--- config.mk ---
export PLATFORM = sky130hd
export DESIGN_NAME = aes_byte_packer
export DESIGN_NICKNAME = d
export VERILOG_FILES = /design/src/rtl/aes_pkg.sv /design/src/rtl/aes_byte_packer.sv
export SDC_FILE = /design/constraint.sdc
export NUM_CORES = 1
export LEC_CHECK = 0
export BUFFER_PORTS_ARGS = -buffer_cell sky130_fd_sc_hd__buf_2
export CORE_MARGIN = 2
export CORE_UTILIZATION = 57
export DETAILED_ROUTE_END_ITERATION = 10
export GPL_TIMING_DRIVEN = 0
export PLACE_DENSITY = 0.85
export SLEW_MARGIN = 15
export SYNTH_ARGS = -nofsm -noshare
export SYNTH_HDL_FRONTEND = slang
export SYNTH_SLANG_ARGS = --single-unit
--- constraint.sdc ---
create_clock -name clk -period 7.1 [get_ports clk]
set_input_delay 1.775 -clock clk [delete_from_list [all_inputs] [get_ports clk]]
set_output_delay 1.775 -clock clk [all_outputs]
set_load 0.02 [all_outputs]
--- src/rtl/aes_pkg.sv ---
// ============================================================================
// Module      : aes_pkg
// Description : Shared definitions for the AES byte-serial front end.
//               Block/byte widths, packer state encoding and the byte-lane
//               index helper that maps a byte counter to its bit position.
// Revision    : 1.0 - initial release
// ============================================================================
`default_nettype none

package aes_pkg;

    localparam int AES_BLK_W = 128;
    localparam int AES_BYTES = 16;

    typedef enum logic [0:0] {
        ST_FILL = 1'b0,
        ST_HOLD = 1'b1
    } pk_state_t;

    // Low bit of the byte lane for byte index idx. Byte 0 occupies
    // [127:120] (MSB-first, the core's byte order), so the lane LSB is
    // 8*(15-idx); {~idx, 3'b000} is that product without a multiplier.
    function automatic logic [6:0] lane_lsb(input logic [3:0] idx);
        return {~idx, 3'b000};
    endfunction

endpackage

`default_nettype wire

--- src/rtl/aes_byte_packer.sv ---
// ============================================================================
// Module      : aes_byte_packer
// Description : Byte-serial plaintext packer for the combinational AES-128
//               encrypt core. Accepts one byte per s_valid/s_ready handshake,
//               assembles 16 bytes MSB-first into a 128-bit block and holds it
//               on a blk_valid/blk_ready interface feeding the core's text
//               input.
//               Optional CBC (macro AES_CBC_EN): the held block is XORed with
//               a chain register loaded from iv (iv_load) or from the core's
//               previous ciphertext (chain_valid); release is gated until a
//               chain value has been loaded since the last block handshake.
// Ports       : clk, rst          - clock, synchronous active-high reset
//               s_valid/s_ready/s_data    - byte input handshake
//               clr                - synchronous abort of partial/held block
//               blk_valid/blk_ready/blk_text - block output handshake
//               iv, iv_load, chain_in, chain_valid - CBC chaining (AES_CBC_EN)
// Revision    : 1.0 - initial release
// ============================================================================
`default_nettype none

module aes_byte_packer
    import aes_pkg::*;
(
    input  logic                 clk,
    input  logic                 rst,
    input  logic                 s_valid,
    output logic                 s_ready,
    input  logic [7:0]           s_data,
    input  logic                 clr,
    output logic                 blk_valid,
    input  logic                 blk_ready,
    output logic [AES_BLK_W-1:0] blk_text
`ifdef AES_CBC_EN
    ,
    input  logic [AES_BLK_W-1:0] iv,
    input  logic                 iv_load,
    input  logic [AES_BLK_W-1:0] chain_in,
    input  logic                 chain_valid
`endif
);

    pk_state_t              r_state;
    logic [3:0]             r_cnt;
    logic [AES_BLK_W-1:0]   r_data;
    logic [6:0]             w_lsb;

    assign w_lsb   = lane_lsb(r_cnt);
    // Readiness depends on state alone so there is no path from blk_ready.
    assign s_ready = (r_state == ST_FILL);

`ifdef AES_CBC_EN
    logic [AES_BLK_W-1:0]   r_chain;
    logic                   r_chain_ok;
    logic                   w_hs;

    assign blk_valid = (r_state == ST_HOLD) && r_chain_ok;
    assign blk_text  = r_data ^ r_chain;
    // clr suppresses the handshake, so it must not consume the chain value.
    assign w_hs      = blk_valid && blk_ready && !clr;

    // Chain register is untouched by clr; a load in the handshake cycle
    // takes precedence over the handshake clearing chain_ok.
    always_ff @(posedge clk) begin
        if (rst) begin
            r_chain    <= '0;
            r_chain_ok <= 1'b0;
        end else if (iv_load) begin
            r_chain    <= iv;
            r_chain_ok <= 1'b1;
        end else if (chain_valid) begin
            r_chain    <= chain_in;
            r_chain_ok <= 1'b1;
        end else if (w_hs) begin
            r_chain_ok <= 1'b0;
        end
    end
`else
    assign blk_valid = (r_state == ST_HOLD);
    assign blk_text  = r_data;
`endif

    always_ff @(posedge clk) begin
        if (rst || clr) begin
            r_state <= ST_FILL;
            r_cnt   <= 4'd0;
            r_data  <= '0;
        end else begin
            case (r_state)
                ST_FILL: begin
                    if (s_valid) begin
                        r_data[w_lsb +: 8] <= s_data;
                        // 4-bit counter wraps 15 -> 0 on the last byte.
                        r_cnt <= r_cnt + 4'd1;
                        if (r_cnt == 4'd15) begin
                            r_state <= ST_HOLD;
                        end
                    end
                end
                ST_HOLD: begin
                    if (blk_valid && blk_ready) begin
                        r_state <= ST_FILL;
                    end
                end
                default: begin
                    r_state <= ST_FILL;
                end
            endcase
        end
    end

endmodule

`default_nettype wire

# Yosys cells after proc, flatten, opt, wreduce, memory -nomap -nowiden

Cells that the tools add are included.

Flip-flop bits (word level): 133
Logic and storage cells: 18
Input bits: 13
Output and inout port bits: 130

Equal/unequal tests: 1
Shift operators: 2
Bitwise operators: 2
Add/subtract/negate cells: 2
Muxes and demuxes: 5
Reductions and logical operators: 3

Operators by type and width:

| cell                                                                    | number |
|---|---|
| 128-bit bitwise mux                                                     | 1 |
| 8-bit by 9-bit variable shift with 128-bit output, first input constant | 1 |
| 8-bit by 9-bit variable part select with 128-bit output                 | 1 |
| 7-bit negator with 9-bit output                                         | 1 |
| 4-bit by 1-bit adder with 4-bit output, second input constant           | 1 |
| 4-bit equality test, second input constant                              | 1 |
| 4-bit inverter                                                          | 1 |
| 1-bit two-way mux                                                       | 3 |
| 1-bit case mux with 2 select lines                                      | 1 |
| 2-bit AND reduction                                                     | 1 |
| 1-bit logical AND                                                       | 1 |
| 1-bit logical OR                                                        | 1 |
| 1-bit inverter                                                          | 1 |

# Logic depth before layout (Yosys ltp)

Gate-level depths: netlist (run 1).

Word-level depth: 4
Depth in mapped cells: 9
Depth with buffers taken out: 6

# Worst setup path before layout (run 1)

Ideal clock, no wire load.

Kind: input to register
Start: in clr
End: reg r_data[95] (netlist: blk_text[95])
Path buffers: 1
Setup time: 0.072 ns
Arrival: 2.800 ns
Path slack: 4.229 ns
Stages on the path: 5
Data required time: 7.028 ns
Path through: or2_2 clkbuf_1 nor3b_2 nand2_1 mux2i_1

Longest elaborated chain between the ends: 1

RTL lines:

| item                            | line                  | source |
|---|---|---|
| from (decl)                     | aes_byte_packer.sv:29 | `input logic clr,` |
| 1-bit logical OR                | aes_byte_packer.sv:83 | `if (rst \|\| clr) begin` |
| to (signal, indexed assignment) | aes_byte_packer.sv:91 | `r_data[w_lsb +: 8] <= s_data;` |
| to (decl)                       | aes_byte_packer.sv:44 | `logic [AES_BLK_W-1:0] r_data;` |

No other way between the ends.
A chain may end at the register's enable or synchronous reset.

# Worst setup path in the final report (run 1)

Start: reg r_state (netlist: blk_valid)
End: out s_ready

Longest elaborated chain between the ends: 1

RTL lines:

| item                   | line                   | source |
|---|---|---|
| from (decl)            | aes_byte_packer.sv:42  | `pk_state_t r_state;` |
| from (signal assigned) | aes_byte_packer.sv:84  | `r_state <= ST_FILL;` |
| from (signal assigned) | aes_byte_packer.sv:95  | `r_state <= ST_HOLD;` |
| from (signal assigned) | aes_byte_packer.sv:101 | `r_state <= ST_FILL;` |
| 1-bit inverter         | -                      |  |
| to (decl)              | aes_byte_packer.sv:27  | `output logic s_ready,` |

No other way between the ends.

==> qor.csv, run 1 <==
metric;value;unit
floorplan.rows;36;
number_of_fillers_in_the_final_layout;730;
synth_edf_count;0;
syn-num-nets;602;
maxcap_violations;0;
worst_hold_path.endpoint;blk_text[83];
count_of_buffers_added_by_post_cts_timing_repair_for_setup;0;
maxSlewHeadroom;0.3778;
power_frac_clock;0.498;
detailedRoute.firstIterationViolations;225;
power.share.sequential;0.462;
hold_path.startpoint;blk_text[83];
io-pin-count;143;
global_route.usage.total;0.2907;
core_area;9639;sq um
synth.ff_latch_count;133;
floorplan.initialDensity;0.5813;
cts-hold-fix-buffers;0;
setup_viol_count_final;0;
detail_route.vias_per_cell;5.494;
synth.largest_area_cell;dfxtp_1;
cts_made_buffers;17;
synth_ff_type;dfxtp_1;
critical_path.startpoint;blk_valid;
syn_inst;586;
io_buffer_count;142;
die-height;103.1;um
synth_top_area_share;0.4752;
ctsHtreeMaxLevel;4;
cts_root_buffer;clkbuf_8;
grt-ovfl-total;0;
ant_nets;0;
cp.arrival;1230;ps
r2r_end;blk_text[23];
syn-cell-area;5603;sq um
wirelength;15110;um
yosys.cell_types.count;46;
tritoncts;done;
finalNetCount;763;
fin_worst_skew;10.82;ps
grt_pass1_wl;23540;um
place.detailed.hpwl;10650;um
firstDrtPassIters;5;
wire_per_inst;16.94;um
drc;0;
r2r_slack;4250;ps
ys_warn_count;0;
worst-r2r-cell-count;9;
vias;4901;
grt_start_max_net_pins;17;
crit_required;5330;ps
dp.cells;861;
gp_congestion;0.9455;
synthMostInstantiatedCell;dfxtp_1;
seq_area_frac_synth;0.4752;
antenna_violations_before_repair;0;
synthesis.area_per_instance;9.561;sq um
drive_gt1_frac;0.2635;
tightest_slew;926.1;ps
n_antenna_cell;0;
vias_in_the_first_global_route;4733;
p_leak;3.407;nW
number_of_gates_given_a_new_drive_strength_after_cts;0;
synth.area.top_cells;dfxtp_1, mux2i_1, nand2_1, nor2_1, nand3_1;
insertion_delay;520;ps
timing.final.crit_share;0.4231;
hold_viol;0;
dieArea;10640;sq um
cts.clk_slew.worst_paths;60;ps
die_x;103.1;um
switchingPower;0.0003630;W
worst_setup_path_start_kind;flop;
clkSinkCount;133;
reg2reg_from;r_cnt[0];
min_period;3004;ps
power_per_cell_area;231.3;nW/um^2
setup.worst_path.class;reg -> out;
netSwitchingFraction;0.2236;
combPwrFrac;0.040;
async_flop_share;0;
crit_path_max_fanout;8;
rsz0062_at_grt;false;
drv_slew;0;
synth.top_cells.by_count;dfxtp_1, nand2_1, mux2i_1;
tns;0;ps
hold-path-cell-count;2;
worst_ir_drop_vdd;0.1483;mV
area_growth;25.28;%
intPower;0.001260;W
final_cell_count_no_fill;892;
worstHoldPathType;reg -> reg;
status;completed;
clock.fmax;332.9;MHz
worst_setup_path_end_kind;output pin;
clk_path_buf_depth;2;
## power groups by stage
stage	logic (W)	registers (W)	clock network, W
6_report	0.0000656	0.000750	0.000808
3_5_place_dp	0.0000640	0.000766	0
4_1_cts	0.0000645	0.000750	0.000813
5_1_grt	0.0000702	0.000750	0.000849
3_3_place_gp	0.0000619	0.000766	0
2_1_floorplan	0.0000359	0.000768	0
## metal layers
layer / track usage / part of all wire
met4: 0.09312 / 0.015
met3: 0.08746 / 0.082
met5: 0 / 0
met2: 0.4810 / 0.49
met1: 0.3652 / 0.41
## cell type report
| type | instances | area [sq um] | area share |
|---|---|---|---|
| Clock inverter | 9 | 106.4 | 0.01515 |
| Timing Repair Buffer | 142 | 710.7 | 0.1012 |
| Buffer | 34 | 153.9 | 0.02193 |
| Sequential cell | 133 | 2663 | 0.3793 |
| Tap cell | 133 | 166.4 | 0.02371 |
| Inverter | 5 | 18.77 | 0.002674 |
| Clock buffer | 22 | 432.9 | 0.06168 |
| Multi-Input combinational cell | 414 | 2768 | 0.3943 |
## metrics by stage
| stage | utilization | instance area (sq um) | hold WS [ps] | setup WS [ps] | total power (W) |
|---|---|---|---|---|---|
| global route | 0.7282 | 7019 | 475.5 | 4015 | 0.001669 |
| finish | 0.7282 | 7019 | 453.1 | 4096 | 0.001624 |
| global placement | 0.6722 | 6480 | 444.4 | 3745 | 0.0008282 |
| detailed placement | 0.6722 | 6480 | 446.1 | 3630 | 0.0008303 |
| CTS | 0.7282 | 7019 | 453.7 | 4084 | 0.001628 |
| floorplan | - | 5603 | 533.2 | 4229 | 0.0008039 |
## critical path: stages (launching register included)
cell	delay (ps)
dfxtp_1	460
inv_1	80
buf_2	170
## worst max-delay path by stage
stage | to | cells past startpoint | slack (ps)
after global routing | blk_text[119] | 6 | 4010
after detailed placement | blk_text[114] | 6 | 3630
after global placement | blk_text[120] | 6 | 3740
after floorplan | blk_text[95] | 5 | 4230
final | s_ready | 2 | 4100
after CTS | s_ready | 2 | 4080
## cells by family (layout without fill, tap and decap cells)
family	after synthesis	in the layout	share of synthesized area
DFF	133	133	0.4752
adders and majority gates	3	3	0.006700
AOI/OAI and AO/OA	31	31	0.04489
and+or+nand+nor	255	255	0.2202
xor gates and xnor gates	5	5	0.007817
buffers and inverters	39	212	0.03081
muxes	120	120	0.2144
## flip-flops by register name, summed over array words and instances, names as in the netlist
signal,cells
r_cnt,4
blk_text,128
blk_valid,1
## layout by cell type (no fill, tap or decap), types with 2 or more instances in the layout
| cell type | netlist | layout |
|---|---|---|
| clkbuf_1 | 23 | 28 |
| ha_1 | 3 | 3 |
| inv_1 | 4 | 4 |
| bufinv_16 | 0 | 2 |
| xnor2_1 | 3 | 3 |
| or2_2 | 2 | 2 |
| and3_1 | 2 | 2 |
| buf_2 | 5 | 147 |
| nand3b_1 | 9 | 9 |
| clkbuf_16 | 0 | 16 |
| o31ai_1 | 9 | 9 |
| nand3_2 | 3 | 3 |
| mux2i_1 | 120 | 120 |
| dfxtp_1 | 133 | 133 |
| nor3_1 | 2 | 2 |
| a21oi_1 | 5 | 5 |
| nand3_1 | 18 | 18 |
| nor2_1 | 63 | 63 |
| clkinv_2 | 0 | 3 |
| nand2_1 | 126 | 126 |
| nor3_4 | 3 | 3 |
| a211o_1 | 9 | 9 |
| nand4_2 | 4 | 4 |
| xor2_1 | 2 | 2 |
| nor2b_1 | 10 | 10 |
| clkinvlp_4 | 0 | 3 |
| a21boi_0 | 2 | 2 |
| nand4b_1 | 2 | 2 |
| buf_1 | 2 | 2 |
| buf_6 | 2 | 2 |
Note: power is estimated with default switching activity, not from simulation.
==> inputs of run 2 (changes only) <==
--- a/config.mk
+++ b/config.mk
@@ -5,12 +5,13 @@
 export SDC_FILE = /design/constraint.sdc
 export NUM_CORES = 1
 export LEC_CHECK = 0
+export ABC_AREA = 1
 export BUFFER_PORTS_ARGS = -buffer_cell sky130_fd_sc_hd__buf_2
 export CORE_MARGIN = 2
-export CORE_UTILIZATION = 57
+export CORE_UTILIZATION = 53
 export DETAILED_ROUTE_END_ITERATION = 10
 export GPL_TIMING_DRIVEN = 0
-export PLACE_DENSITY = 0.85
+export PLACE_DENSITY = 0.8
 export SLEW_MARGIN = 15
 export SYNTH_ARGS = -nofsm -noshare
 export SYNTH_HDL_FRONTEND = slang
==> constraint.sdc (replaced) <==
create_clock -name clk -period 3.07 [get_ports clk]
set_input_delay 0.7675 -clock clk [delete_from_list [all_inputs] [get_ports clk]]
set_output_delay 0.7675 -clock clk [all_outputs]
set_load 0.02 [all_outputs]
==> qor.csv, run 2 <==
metric;value;unit;change
maxSlewHeadroom;0.5778;;was 0.3778
tns;0;ps;unchanged
vias;5754;;was 4901
hold_viol;0;;unchanged
layout.cell_area.non_filler;7048;sq um;was 7019 sq um
layout_commonest_cell;nand2_1;;was buf_2
detailedRoute.firstIterationViolations;464;;was 225
post-layout-total-power;0.003917;W;was 0.001624 W
drv_slew;0;;unchanged
insertion_delay;520;ps;about the same
io_buffer_count;142;;unchanged
floorplan.initialDensity;0.5441;;was 0.5813
fin_worst_skew;8.507;ps;was 10.82 ps
timing.final.crit_share;0.9102;;
global_route.usage.total;0.2776;;was 0.2907
worst-r2r-cell-count;13;;was 9
core_area;10280;sq um;was 9639 sq um
status;completed;;unchanged
layout_setup_ws;275.8;ps;was 4096 ps
ys_warn_count;0;;unchanged
slowest_delay;410;ps;was 460 ps
number_of_fillers_in_the_final_layout;932;;was 730
tritoncts;done;;unchanged
gp_congestion;0.9595;;was 0.9455
slowest_stage;ha_1;;was dfxtp_1
grt_start_max_net_pins;17;;unchanged
ant_nets;0;;unchanged
tightest_slew;631.0;ps;was 926.1 ps
ctsHtreeMaxLevel;4;;unchanged
min_period;2794;ps;
cts_made_buffers;17;;unchanged
critical_path.most_common_cell;nand2_1;;
vias_in_the_first_global_route;5121;;was 4733
worst_setup_path_end_kind;flop;;was output pin
synthMostInstantiatedCell;nand2_1;;was dfxtp_1
power_per_cell_area;555.8;nW/um^2;was 231.3 nW/um^2
worst_ir_drop_vdd;0.2919;mV;was 0.1483 mV
finalNetCount;1022;;was 763
clkSinkCount;133;;unchanged
synth_edf_count;0;;unchanged
die_x;106.7;um;was 103.1 um
worstHoldPathType;reg -> reg;;unchanged
cts_root_buffer;clkbuf_8;;unchanged
hold-path-cell-count;2;;unchanged
syn_inst;845;;was 586
cts-hold-fix-buffers;0;;unchanged
setup.worst_path.class;reg -> reg;;was reg -> out
postPlaceCellArea;6472;sq um;was 6480 sq um
place.detailed.hpwl;11090;um;was 10650 um
dieArea;11390;sq um;was 10640 sq um
synth.largest_area_cell;dfxtp_1;;unchanged
firstDrtPassIters;5;;unchanged
n_antenna_cell;0;;unchanged
floorplan.rows;37;;was 36
die-height;106.7;um;was 103.1 um
synth.top_cells.by_count;nand2_1, nor2_1, dfxtp_1;;was dfxtp_1, nand2_1, mux2i_1
synthesis.area_per_instance;6.617;sq um;was 9.561 sq um
seq_area_frac_synth;0.4762;;was 0.4752
detail_route.vias_per_cell;4.982;;was 5.494
syn-cell-area;5592;sq um;was 5603 sq um
setup_viol_count_final;0;;unchanged
wirelength;15860;um;was 15110 um
yosys.cell_types.count;22;;was 46
antenna_violations_before_repair;0;;unchanged
synth.area.top_cells;dfxtp_1, nand2_1, nor2_1, inv_1, a21oi_1;;was dfxtp_1, mux2i_1, nand2_1, nor2_1, nand3_1
hold_ws;458.5;ps;was 453.1 ps
crit_path_cell_trace;buf_4, clkinvlp_4, clkbuf_2, ha_1, inv_1, nand3_2, inv_1, nand2_1, nor2_2, buf_2, nand2_1, nand2_1, nor2_1;;was inv_1, buf_2
clk_path_buf_depth;2;;unchanged
synth_top_area_share;0.4762;;was 0.4752
crit_required;3490;ps;was 5330 ps
number_of_flip_flops_in_the_largest_register;128;;unchanged
rsz0062_at_grt;false;;unchanged
synth_ff_type;dfxtp_1;;unchanged
drc;0;;unchanged
area_growth;26.05;%;was 25.28%
async_flop_share;0;;unchanged
crit_path_max_fanout;11;;was 8
grt-ovfl-total;0;;unchanged
grt_pass1_wl;24870;um;was 23540 um
io-pin-count;143;;unchanged
worst_setup_path_start_kind;flop;;unchanged
syn-num-nets;861;;was 602
clock.fmax;357.9;MHz;
maxcap_violations;0;;unchanged
p_leak;3.579;nW;was 3.407 nW
drive_gt1_frac;0.2012;;was 0.2635
synth.ff_latch_count;133;;unchanged
dpl_worst_slack;222.9;ps;was 3630 ps
wire_per_inst;13.73;um;was 16.94 um
commonest_non_fill_non_tap_cells_in_the_layout;nand2_1, nor2_1, buf_2, dfxtp_1, inv_1;;was buf_2, dfxtp_1, nand2_1, mux2i_1, nor2_1
cts.clk_slew.worst_paths;60;ps;about the same
cp.arrival;3210;ps;was 1230 ps
[run 2: power breakdown]
group / internal (W) / switching (W) / leakage [nW]
combinational: 0.0000541 / 0.000166 / 2.23
clock: 0.00117 / 0.000791 / 0.280
sequential: 0.00173 / 0.00000570 / 1.07
total: 0.00295 / 0.000963 / 3.58
[run 2: final timing paths]
| kind | start | endpoint | slack, ps |
|---|---|---|---|
| setup / recovery | r_cnt[0] | blk_text[70] | 280 |
| hold / removal | blk_text[118] | blk_text[118] | 460 |
| setup reg to reg | r_cnt[0] | blk_text[70] | 280 |
| hold reg to reg | blk_text[118] | blk_text[118] | 460 |
[run 2: area by class of cell]
class	instances	area [sq um]	area share
Clock buffer	18	417.9	0.05929
Sequential cell	133	2663	0.3778
Tap cell	136	170.2	0.02414
Inverter	74	281.5	0.03994
Clock inverter	14	152.6	0.02166
Buffer	32	143.9	0.02042
Timing Repair Buffer	142	710.7	0.1008
Multi-Input combinational cell	606	2509	0.3559
[run 2: timing repair]
item / 4_1_cts / 5_1_grt
resized for setup: 0 / 2
setup endpoints to repair: 0 / 19
buffers inserted: 0 / 0
[run 2: logic make-up (layout without fill, tap and decap cells)]
logic type / after synthesis / after routing / synth area share
AND/OR/NAND/NOR: 536 / 536 / 0.3815
flip-flops: 133 / 133 / 0.4762
buffers and inverters: 106 / 280 / 0.07518
AO/OA/AOI/OAI: 67 / 67 / 0.06042
adder cells (fa/ha/maj): 3 / 3 / 0.006714
[run 2: routing by layer]
layer	track usage	routed length, um	up-vias
met5	0	0	-
met4	0.08627	345	0
met3	0.07173	1375	34
met2	0.4509	7167	250
met1	0.3630	6969	2562
li1	-	-	2908
[run 2: stage by stage]
step | std cells | util
2_1_floorplan | 845 | -
3_3_place_gp | 1123 | 0.6298
3_5_place_dp | 1123 | 0.6298
4_1_cts | 1155 | 0.6853
5_1_grt | 1155 | 0.6858
6_report | 1155 | 0.6858
[run 2: critical path: cells and delay by family (launching register included)]
kind,cells,cell delay [ps]
AND/OR/NAND/NOR,6,760
buffers and inverters,6,1210
adder cells (fa/ha/maj),1,410
flip-flops,1,330
